===== src/rtl/mio_bus_ctrl.sv =====
// mio_bus_ctrl: CPU-side memory/IO bus controller.
// Decodes CPU loads/stores onto a synchronous-read RAM and a small I/O page
// (LED register, switch inputs, free-running timer). A three-state handshake
// FSM paces the CPU through MIO_ready: stores finish in 1 cycle, loads in 2.
module mio_bus_ctrl #(
   parameter int          RAM_AW  = 10,
   parameter logic [31:0] IO_BASE = 32'hE000_0000
) (
   input  logic              clk,
   input  logic              reset,
   input  logic              mem_w,
   input  logic              mem_rd,
   input  logic [31:0]       Addr_in,
   input  logic [31:0]       cpu_wdata,
   input  logic [3:0]        DMWType,
   output logic [31:0]       cpu_rdata,
   output logic              MIO_ready,
   output logic              err_misalign,
   output logic [RAM_AW-1:0] ram_addr,
   output logic [3:0]        ram_we,
   output logic [31:0]       ram_wdata,
   input  logic [31:0]       ram_rdata,
   input  logic [15:0]       sw_in,
   output logic [15:0]       led_out
);

   typedef enum logic [1:0] {
      ST_IDLE    = 2'd0,
      ST_RD_WAIT = 2'd1,
      ST_ACK     = 2'd2
   } state_t;

   state_t      state_q, state_d;
   logic [15:0] led_q, led_d;
   logic [31:0] timer_q, timer_d;
   logic [31:0] rdata_q, rdata_d;
   logic        err_q, err_d;
   logic [15:0] sw_meta_q, sw_sync_q;

   logic        ram_sel_s;
   logic        io_page_s;
   logic        led_sel_s;
   logic        sw_sel_s;
   logic        tmr_sel_s;
   logic        mis_s;
   logic        store_go_s;
   logic [31:0] rd_sel_s;

   // The RAM sees the word address straight from the CPU so that the
   // synchronous read data is ready in the RD_WAIT cycle.
   assign ram_addr = Addr_in[RAM_AW+1:2];

   // Address decode, alignment check and the single-cycle store strobe.
   always_comb begin
      ram_sel_s  = (Addr_in[31:RAM_AW+2] == {(30-RAM_AW){1'b0}});
      io_page_s  = (Addr_in[31:12] == IO_BASE[31:12]);
      led_sel_s  = io_page_s && (Addr_in[11:2] == 10'h000);
      sw_sel_s   = io_page_s && (Addr_in[11:2] == 10'h001);
      tmr_sel_s  = io_page_s && (Addr_in[11:2] == 10'h002);
      mis_s      = ((DMWType == 4'b0011) && Addr_in[0]) ||
                   ((DMWType == 4'b1111) && (Addr_in[1:0] != 2'b00));
      // Stores take effect only in the IDLE request cycle and never in reset.
      store_go_s = reset && (state_q == ST_IDLE) && mem_w && !mis_s;
   end

   // Load data selection; RAM word is shifted so the addressed lane lands at bit 0.
   always_comb begin
      rd_sel_s = 32'h0000_0000;
      if (ram_sel_s) begin
         rd_sel_s = ram_rdata >> {Addr_in[1:0], 3'b000};
      end else if (led_sel_s) begin
         rd_sel_s = {16'h0000, led_q};
      end else if (sw_sel_s) begin
         rd_sel_s = {16'h0000, sw_sync_q};
      end else if (tmr_sel_s) begin
         rd_sel_s = timer_q;
      end else begin
         rd_sel_s = 32'h0000_0000;
      end
   end

   // RAM byte enables and lane-replicated write data.
   always_comb begin
      ram_we = 4'b0000;
      if (store_go_s && ram_sel_s) begin
         ram_we = DMWType << Addr_in[1:0];
      end else begin
         ram_we = 4'b0000;
      end
      case (DMWType)
         4'b0001: ram_wdata = {4{cpu_wdata[7:0]}};
         4'b0011: ram_wdata = {2{cpu_wdata[15:0]}};
         default: ram_wdata = cpu_wdata;
      endcase
   end

   // Handshake FSM next state plus read-data capture and misalign flag.
   always_comb begin
      state_d = state_q;
      rdata_d = rdata_q;
      err_d   = 1'b0;
      case (state_q)
         ST_IDLE: begin
            if (mem_w) begin
               // A store wins when both requests are raised together.
               state_d = ST_ACK;
               err_d   = mis_s;
            end else if (mem_rd) begin
               state_d = ST_RD_WAIT;
            end else begin
               state_d = ST_IDLE;
            end
         end
         ST_RD_WAIT: begin
            state_d = ST_ACK;
            err_d   = mis_s;
            if (mis_s) begin
               rdata_d = 32'h0000_0000;
            end else begin
               rdata_d = rd_sel_s;
            end
         end
         ST_ACK: begin
            state_d = ST_IDLE;
         end
         default: begin
            state_d = ST_IDLE;
         end
      endcase
   end

   // LED register and timer next values; a timer store overrides the increment.
   always_comb begin
      led_d   = led_q;
      timer_d = timer_q + 32'd1;
      if (store_go_s && led_sel_s) begin
         led_d = cpu_wdata[15:0];
      end else begin
         led_d = led_q;
      end
      if (store_go_s && tmr_sel_s) begin
         timer_d = cpu_wdata;
      end else begin
         timer_d = timer_q + 32'd1;
      end
   end

   // State, data and synchronizer registers with synchronous active-low reset.
   always_ff @(posedge clk) begin
      if (!reset) begin
         state_q   <= ST_IDLE;
         led_q     <= 16'h0000;
         timer_q   <= 32'h0000_0000;
         rdata_q   <= 32'h0000_0000;
         err_q     <= 1'b0;
         sw_meta_q <= 16'h0000;
         sw_sync_q <= 16'h0000;
      end else begin
         state_q   <= state_d;
         led_q     <= led_d;
         timer_q   <= timer_d;
         rdata_q   <= rdata_d;
         err_q     <= err_d;
         sw_meta_q <= sw_in;
         sw_sync_q <= sw_meta_q;
      end
   end

   assign MIO_ready    = (state_q == ST_ACK) ||
                         ((state_q == ST_IDLE) && !mem_w && !mem_rd);
   assign cpu_rdata    = rdata_q;
   assign err_misalign = err_q;
   assign led_out      = led_q;

endmodule


===== config.mk =====
export PLATFORM = sky130hd
export DESIGN_NAME = mio_bus_ctrl
export DESIGN_NICKNAME = d
export VERILOG_FILES = /design/src/rtl/mio_bus_ctrl.sv
export SDC_FILE = /design/constraint.sdc
export NUM_CORES = 1
export LEC_CHECK = 0
export ABC_AREA = 1
export CAP_MARGIN = 20
export CORE_MARGIN = 5
export CORE_UTILIZATION = 30
export DETAILED_ROUTE_END_ITERATION = 10
export DONT_BUFFER_PORTS = 1
export PLACE_DENSITY = 0.4
export SLEW_MARGIN = 40
export SYNTH_ARGS = -nofsm -noshare
export SYNTH_HDL_FRONTEND = slang
export SYNTH_SLANG_ARGS = --single-unit

===== constraint.sdc =====
create_clock -name clk -period 2 [get_ports clk]
set_input_delay 0.4 -clock clk [delete_from_list [all_inputs] [get_ports clk]]
set_output_delay 0.4 -clock clk [all_outputs]
set_load 0.005 [all_outputs]

### Word-level counts from Yosys, hierarchy flattened

Cells that the tools add are included.

* register bits after elaboration: 115
* input bits: 120
* output and inout bits: 96
* logic and storage cells: 53

* $add $sub $neg: 1
* equal/unequal tests: 8
* shift operators: 2
* muxes and demuxes: 13
* reductions and logical operators: 22

Operators with widths (number)
* two-way mux 32 bit: 6
* one-hot mux 32 bit (2 select lines): 1
* adder 32 x 1 -> 32 bit, second input constant: 1
* right shift 32 x 5 -> 32 bit: 1
* equality test 20 bit, second input constant: 1
* zero test 20 bit: 1
* logical AND 1 bit: 13
* equality test 10 x 1 -> 1 bit, second input constant: 1
* equality test 10 x 2 -> 1 bit, second input constant: 1
* zero test 10 bit: 1
* equality test 4 x 1 -> 1 bit, second input constant: 1
* equality test 4 x 2 -> 1 bit, second input constant: 1
* equality test 4 bit, second input constant: 1
* two-way mux 4 bit: 1
* one-hot mux 2 bit (2 select lines): 1
* << shifter 4 x 2 -> 4 bit: 1
* zero test 1 bit: 3
* equality test 2 x 1 -> 1 bit, second input constant: 1
* equality test 2 bit, second input constant: 1
* zero test 2 bit: 1
* logical OR 1 bit: 2
* two-way mux 1 bit: 2
* two-way mux 2 bit: 1
* one-hot mux 1 bit (2 select lines): 1
* nonzero test 2 bit: 1

### Depth between registers and ports, before layout

* depth in word-level cells: 7
* depth in mapped cells: 12
* mapped depth without buffers: 11

### Least setup slack after synthesis

OpenSTA, ideal clock, no wires.

* path kind: input -> output
* from: input reset
* to: output ram_we[0]
* arrival time: 1.510 ns
* required time: 1.600 ns
* path slack: 0.090 ns
* stages on the path: 9
* path buffers: 3
* path through: buf_2 > nand2_1 > nor3_1 > inv_1 > nor2_2 > buf_6 > buf_4 > nand3_1 > nor3_1

* word-level cells in the longest chain between the ends: 5

RTL lines
* start: declaration: line 10 `input logic reset,`
* logical AND 1 bit (3 in a row): line 63 `store_go_s = reset && (state_q == ST_IDLE) && mem_w && !mis_s;`
* logical AND 1 bit: line 85 `if (store_go_s && ram_sel_s) begin`
* two-way mux 4 bit: line 85
* end: declaration: line 20 `output logic [3:0] ram_we,`

Every way passes these cells.

### Worst setup path after layout

* from: register state_q[1]
* to: output ram_we[3]

* word-level cells in the longest chain between the ends: 6

RTL lines
* start: declaration: line 33 `state_t state_q, state_d;`
* start signal: assignment: line 159 `state_q <= state_d;`
* zero test 2 bit: line 63
* logical AND 1 bit (3 in a row): line 63
* logical AND 1 bit: line 85
* two-way mux 4 bit: line 85

Every way passes these cells.

==> results by group <==
Routing
  • # DRC: 0
  • Via count: 6575
  • Iter 0 DRT Violations: 409
  • WL/cell: 19.4 um
  • Final ANT Viol Nets: 0
  • Final WL: 25.5 mm
  • DR pass1 iterations: 5
  • Vias per cell: 5.00

Logic synthesis
  • Synth Area in Simple Gates: 0.364
  • Syn Area/Cell: 6.46 um2
  • YS warnings: 0
  • Adder-Cell Fraction of Synth Area: 0.00188
  • Compound-cell area share of the yosys netlist: 0.140
  • Largest family of logic cells by synthesized area: simple AND/OR/NAND/NOR gates
  • Top post-synthesis cells by area: dfxtp_1 (35%), nand2_1 (16%), nand3_1 (8.3%), nor2_1 (7.6%), o21ai_0 (4.9%)
  • XOR/XNOR share of the synthesized area: 0.0381
  • Synthesized flop and latch total: 115
  • Post-Syn Area: 6670 um2
  • Largest area contributor in the netlist: dfxtp_1
  • Mux cell area share after synthesis: 0
  • Synth unique cells: 36
  • Synth Instances: 1032
  • Share of Yosys cell area claimed by the top area cell type: 0.345
  • Net Count, Synth: 1153
  • Sequential fraction of the synthesis area: 0.345

Die
  • Die Span X: 159 um
  • Initial Utilization: 0.305
  • IO Count: 216
  • Core ar.: 21900 um2
  • Die ar.: 25300 um2
  • Die H: 159 um
  • Site row count: 54

Critical path
  • Cells on worst reg2reg path: 9
  • Critical R2R Capture: timer_q[26]$_SDFF_PN0_
  • FF-to-FF setup slack: 0.22 ns
  • Crit end category: primary output
  • Crit. Startpoint: state_q[1]$_SDFF_PN0_
  • Max incr delay on CP: 0.32 ns
  • CP bufs+invs: 3
  • Critical path class: reg2out
  • Arr. time, crit path: 1.55 ns
  • Peak fanout along the critical path: 3
  • Crit-path cells: inv_2 -> nand2_2 -> nor3_2 -> inv_2 -> nor2_4 -> nand2_2 -> a211oi_2 -> buf_4
  • CP top delay family: simple AND/OR/NAND/NOR gates
  • CP required: 1.60 ns
  • Launch point of the worst reg-to-reg path: timer_q[0]$_SDFF_PN0_
  • Slowest cell on the critical path: dfxtp_2
  • Crit start category: flip-flop

GRT
  • GRT overflow: 0
  • GRT Total Usage: 0.194
  • Initial antenna violation count: 0
  • Vias in the first global route: 6388
  • First-pass GRT wire length: 38.6 mm
  • Largest net degree at the start of global routing: 61

Worst hold path
  • Worst hold stages: 1
  • WHS Endpoint: state_q[0]$_SDFF_PN0_
  • Hold Startpoint: mem_w
  • HP Class: in2reg

Placed design
  • RD Place Congestion: 0.889
  • Place WS: 0.0704 ns
  • Inst Count DP: 1284
  • Post-DP HPWL: 19.8 mm
  • # port buffers: 0

Power and ir drop
  • Sw power: 1.45 mW
  • Seq pwr share: 0.408
  • Peak supply drop: 0.542 mV
  • Power per cell area: 749 nW/um2
  • Power, Total: 5.74 mW
  • Power Internal: 4.29 mW
  • Clock power share: 0.531
  • Comb pwr share: 0.061
  • Pleak: 3.24 nW
  • Switch share: 0.252

Job
  • # Max-Cap Violations: 0

STA
  • Final worst setup slack: 0.0541 ns
  • Slew headroom: 0.693
  • Final TNS setup: 0 ns
  • Final Hold Vio Count: 0
  • Fin Hold WS: 0.0514 ns
  • Worst-margin pin slew: 0.457 ns
  • Fin. max-slew vios: 0
  • Final setup viols: 0
  • Unrepaired setup endpoints after global routing: true
  • Max Freq: 514 MHz
  • Period utilization: 0.973
  • Layout Skew: 0.0114 ns
  • Minimum clock period: 1.95 ns

CTS
  • Num Clock Sinks: 115
  • Hold buffers post-CTS: 0
  • Clock Latency Late Sink: 0.42 ns
  • Clk buf depth: 2
  • Clock-pin slew on the worst setup and hold paths: 0.06 ns
  • Root buffer cell: clkbuf_16
  • Num CTS Buffers: 17
  • CTS tree: done
  • H-tree depth: 4

Finish
  • Number of fill cells in the layout: 2467
  • Post-Layout Cell Count: 1316
  • Fin nets: 1145
  • Synth-to-layout area growth: 15.0%
  • Ratio of cells with drive above 1 in the final layout: 0.121
  • Area taken by multi-input logic gates: 3650 um2
  • N_diodes: 0
  • Reg area: 2300 um2

Status
  • Status: finished clean
-- flip-flops by register name (all words and copies together) (netlist names) --
| signal | count |
|---|---|
| cpu_rdata | 32 |
| err_misalign | 1 |
| led_out | 16 |
| state_q | 2 |
| sw_meta_q | 16 |
| sw_sync_q | 16 |
| timer_q | 32 |
-- how the worst max path moves through the flow --
stage	to	slack, ns	cells after the start
detailed placement	ram_we[3]	0.07	9
global placement	ram_we[3]	0.08	9
global route	ram_we[3]	-0.03	8
floorplan	ram_we[0]	0.09	9
finish	ram_we[3]	0.05	8
CTS	ram_we[3]	-0.03	8
-- through the flow --
| stage | utilization | cell area (um2) |
|---|---|---|
| floorplan | - | 6670 |
| finish | 0.350 | 7670 |
| global placement | 0.322 | 7060 |
| global route | 0.350 | 7670 |
| detailed placement | 0.322 | 7060 |
| CTS | 0.350 | 7670 |
-- worst register-to-register path: cells and delay by family (launching register included) --
kind	cells	cell delay [ns]
xor+xnor	1	0.16
fa+ha+maj	1	0.18
flops	1	0.34
simple gates	7	1.01
-- what timing repair did --
item	CTS	global route
setup buffers	1	0
pin swaps	2	2
resized for setup	9	0
endpoints found under the setup margin	4	4
-- kinds of logic after synthesis --
group / Yosys count
AO/OA/AOI/OAI: 164
XOR/XNOR: 29
adder cells (fa/ha/maj): 1
buffers and inverters: 154
flip-flops: 115
AND/OR/NAND/NOR: 569
-- synthesized netlist by cell type --
cell type  instances
a211oi_1           1
a211oi_2          10
a21oi_1           59
a31oi_1            6
and2_1             1
buf_1              8
buf_2             11
buf_4             25
buf_6              7
clkbuf_1          24
clkinv_1           2
clkinv_2           1
dfxtp_1          115
ha_1               1
inv_1             69
inv_2              7
nand2_1          279
nand2_2            3
nand2_4            2
nand3_1          111
nand3_2            1
nand4_1            6
nand4_2            1
nor2_1           135
nor2_2             3
nor2_4             3
nor3_1            18
nor3_2             4
nor4_1             1
nor4_4             1
o211ai_1           7
o21ai_0           65
o21ai_1           15
o21ai_4            1
xnor2_1            5
xor2_1            24
-- power by group through the flow --
stage	sequential (mW)	clock (mW)	combinational, mW
3_3_place_gp	2.39	0	0.349
2_1_floorplan	2.39	0	0.291
4_1_cts	2.34	3.12	0.355
5_1_grt	2.35	3.23	0.391
6_report	2.34	3.05	0.352
3_5_place_dp	2.39	0	0.348
-- layer usage --
layer / share of wire / up-vias / GRT usage
met1: 0.44 / 3043 / 0.245
met5: 0 / - / 0
met4: 0.013 / 0 / 0.0477
met2: 0.47 / 206 / 0.314
li1: - / 3305 / -
met3: 0.080 / 21 / 0.0704
-- cell usage in the layout, fill, tap and decap left out, types with 2 or more instances in the layout --
cell type,netlist,final
a211oi_2,10,11
a21oi_1,59,59
a31oi_1,6,6
buf_12,0,10
buf_4,25,38
bufinv_16,0,2
clkbuf_16,0,17
clkinv_2,1,4
clkinv_4,0,3
dfxtp_1,115,114
inv_1,69,67
inv_2,7,10
inv_6,0,5
nand2_1,279,277
nand2_2,3,5
nand2_4,2,2
nand3_1,111,111
nand4_1,6,6
nor2_1,135,135
nor2_2,3,2
nor2_4,3,4
nor3_1,18,16
nor3_2,4,6
o211ai_1,7,7
o21ai_0,65,65
o21ai_1,15,15
xnor2_1,5,5
xor2_1,24,24
-- cell type report --
| class | instances | share of cell area |
|---|---|---|
| multi-input combinational | 763 | 0.476 |
| sequential | 115 | 0.300 |
| timing repair buffer | 48 | 0.0633 |
| clock buffer | 17 | 0.0555 |
| tap | 280 | 0.0457 |
| inverter | 79 | 0.0388 |
| clock inverter | 14 | 0.0199 |
No activity file was read; power rests on OpenSTA's default activity.
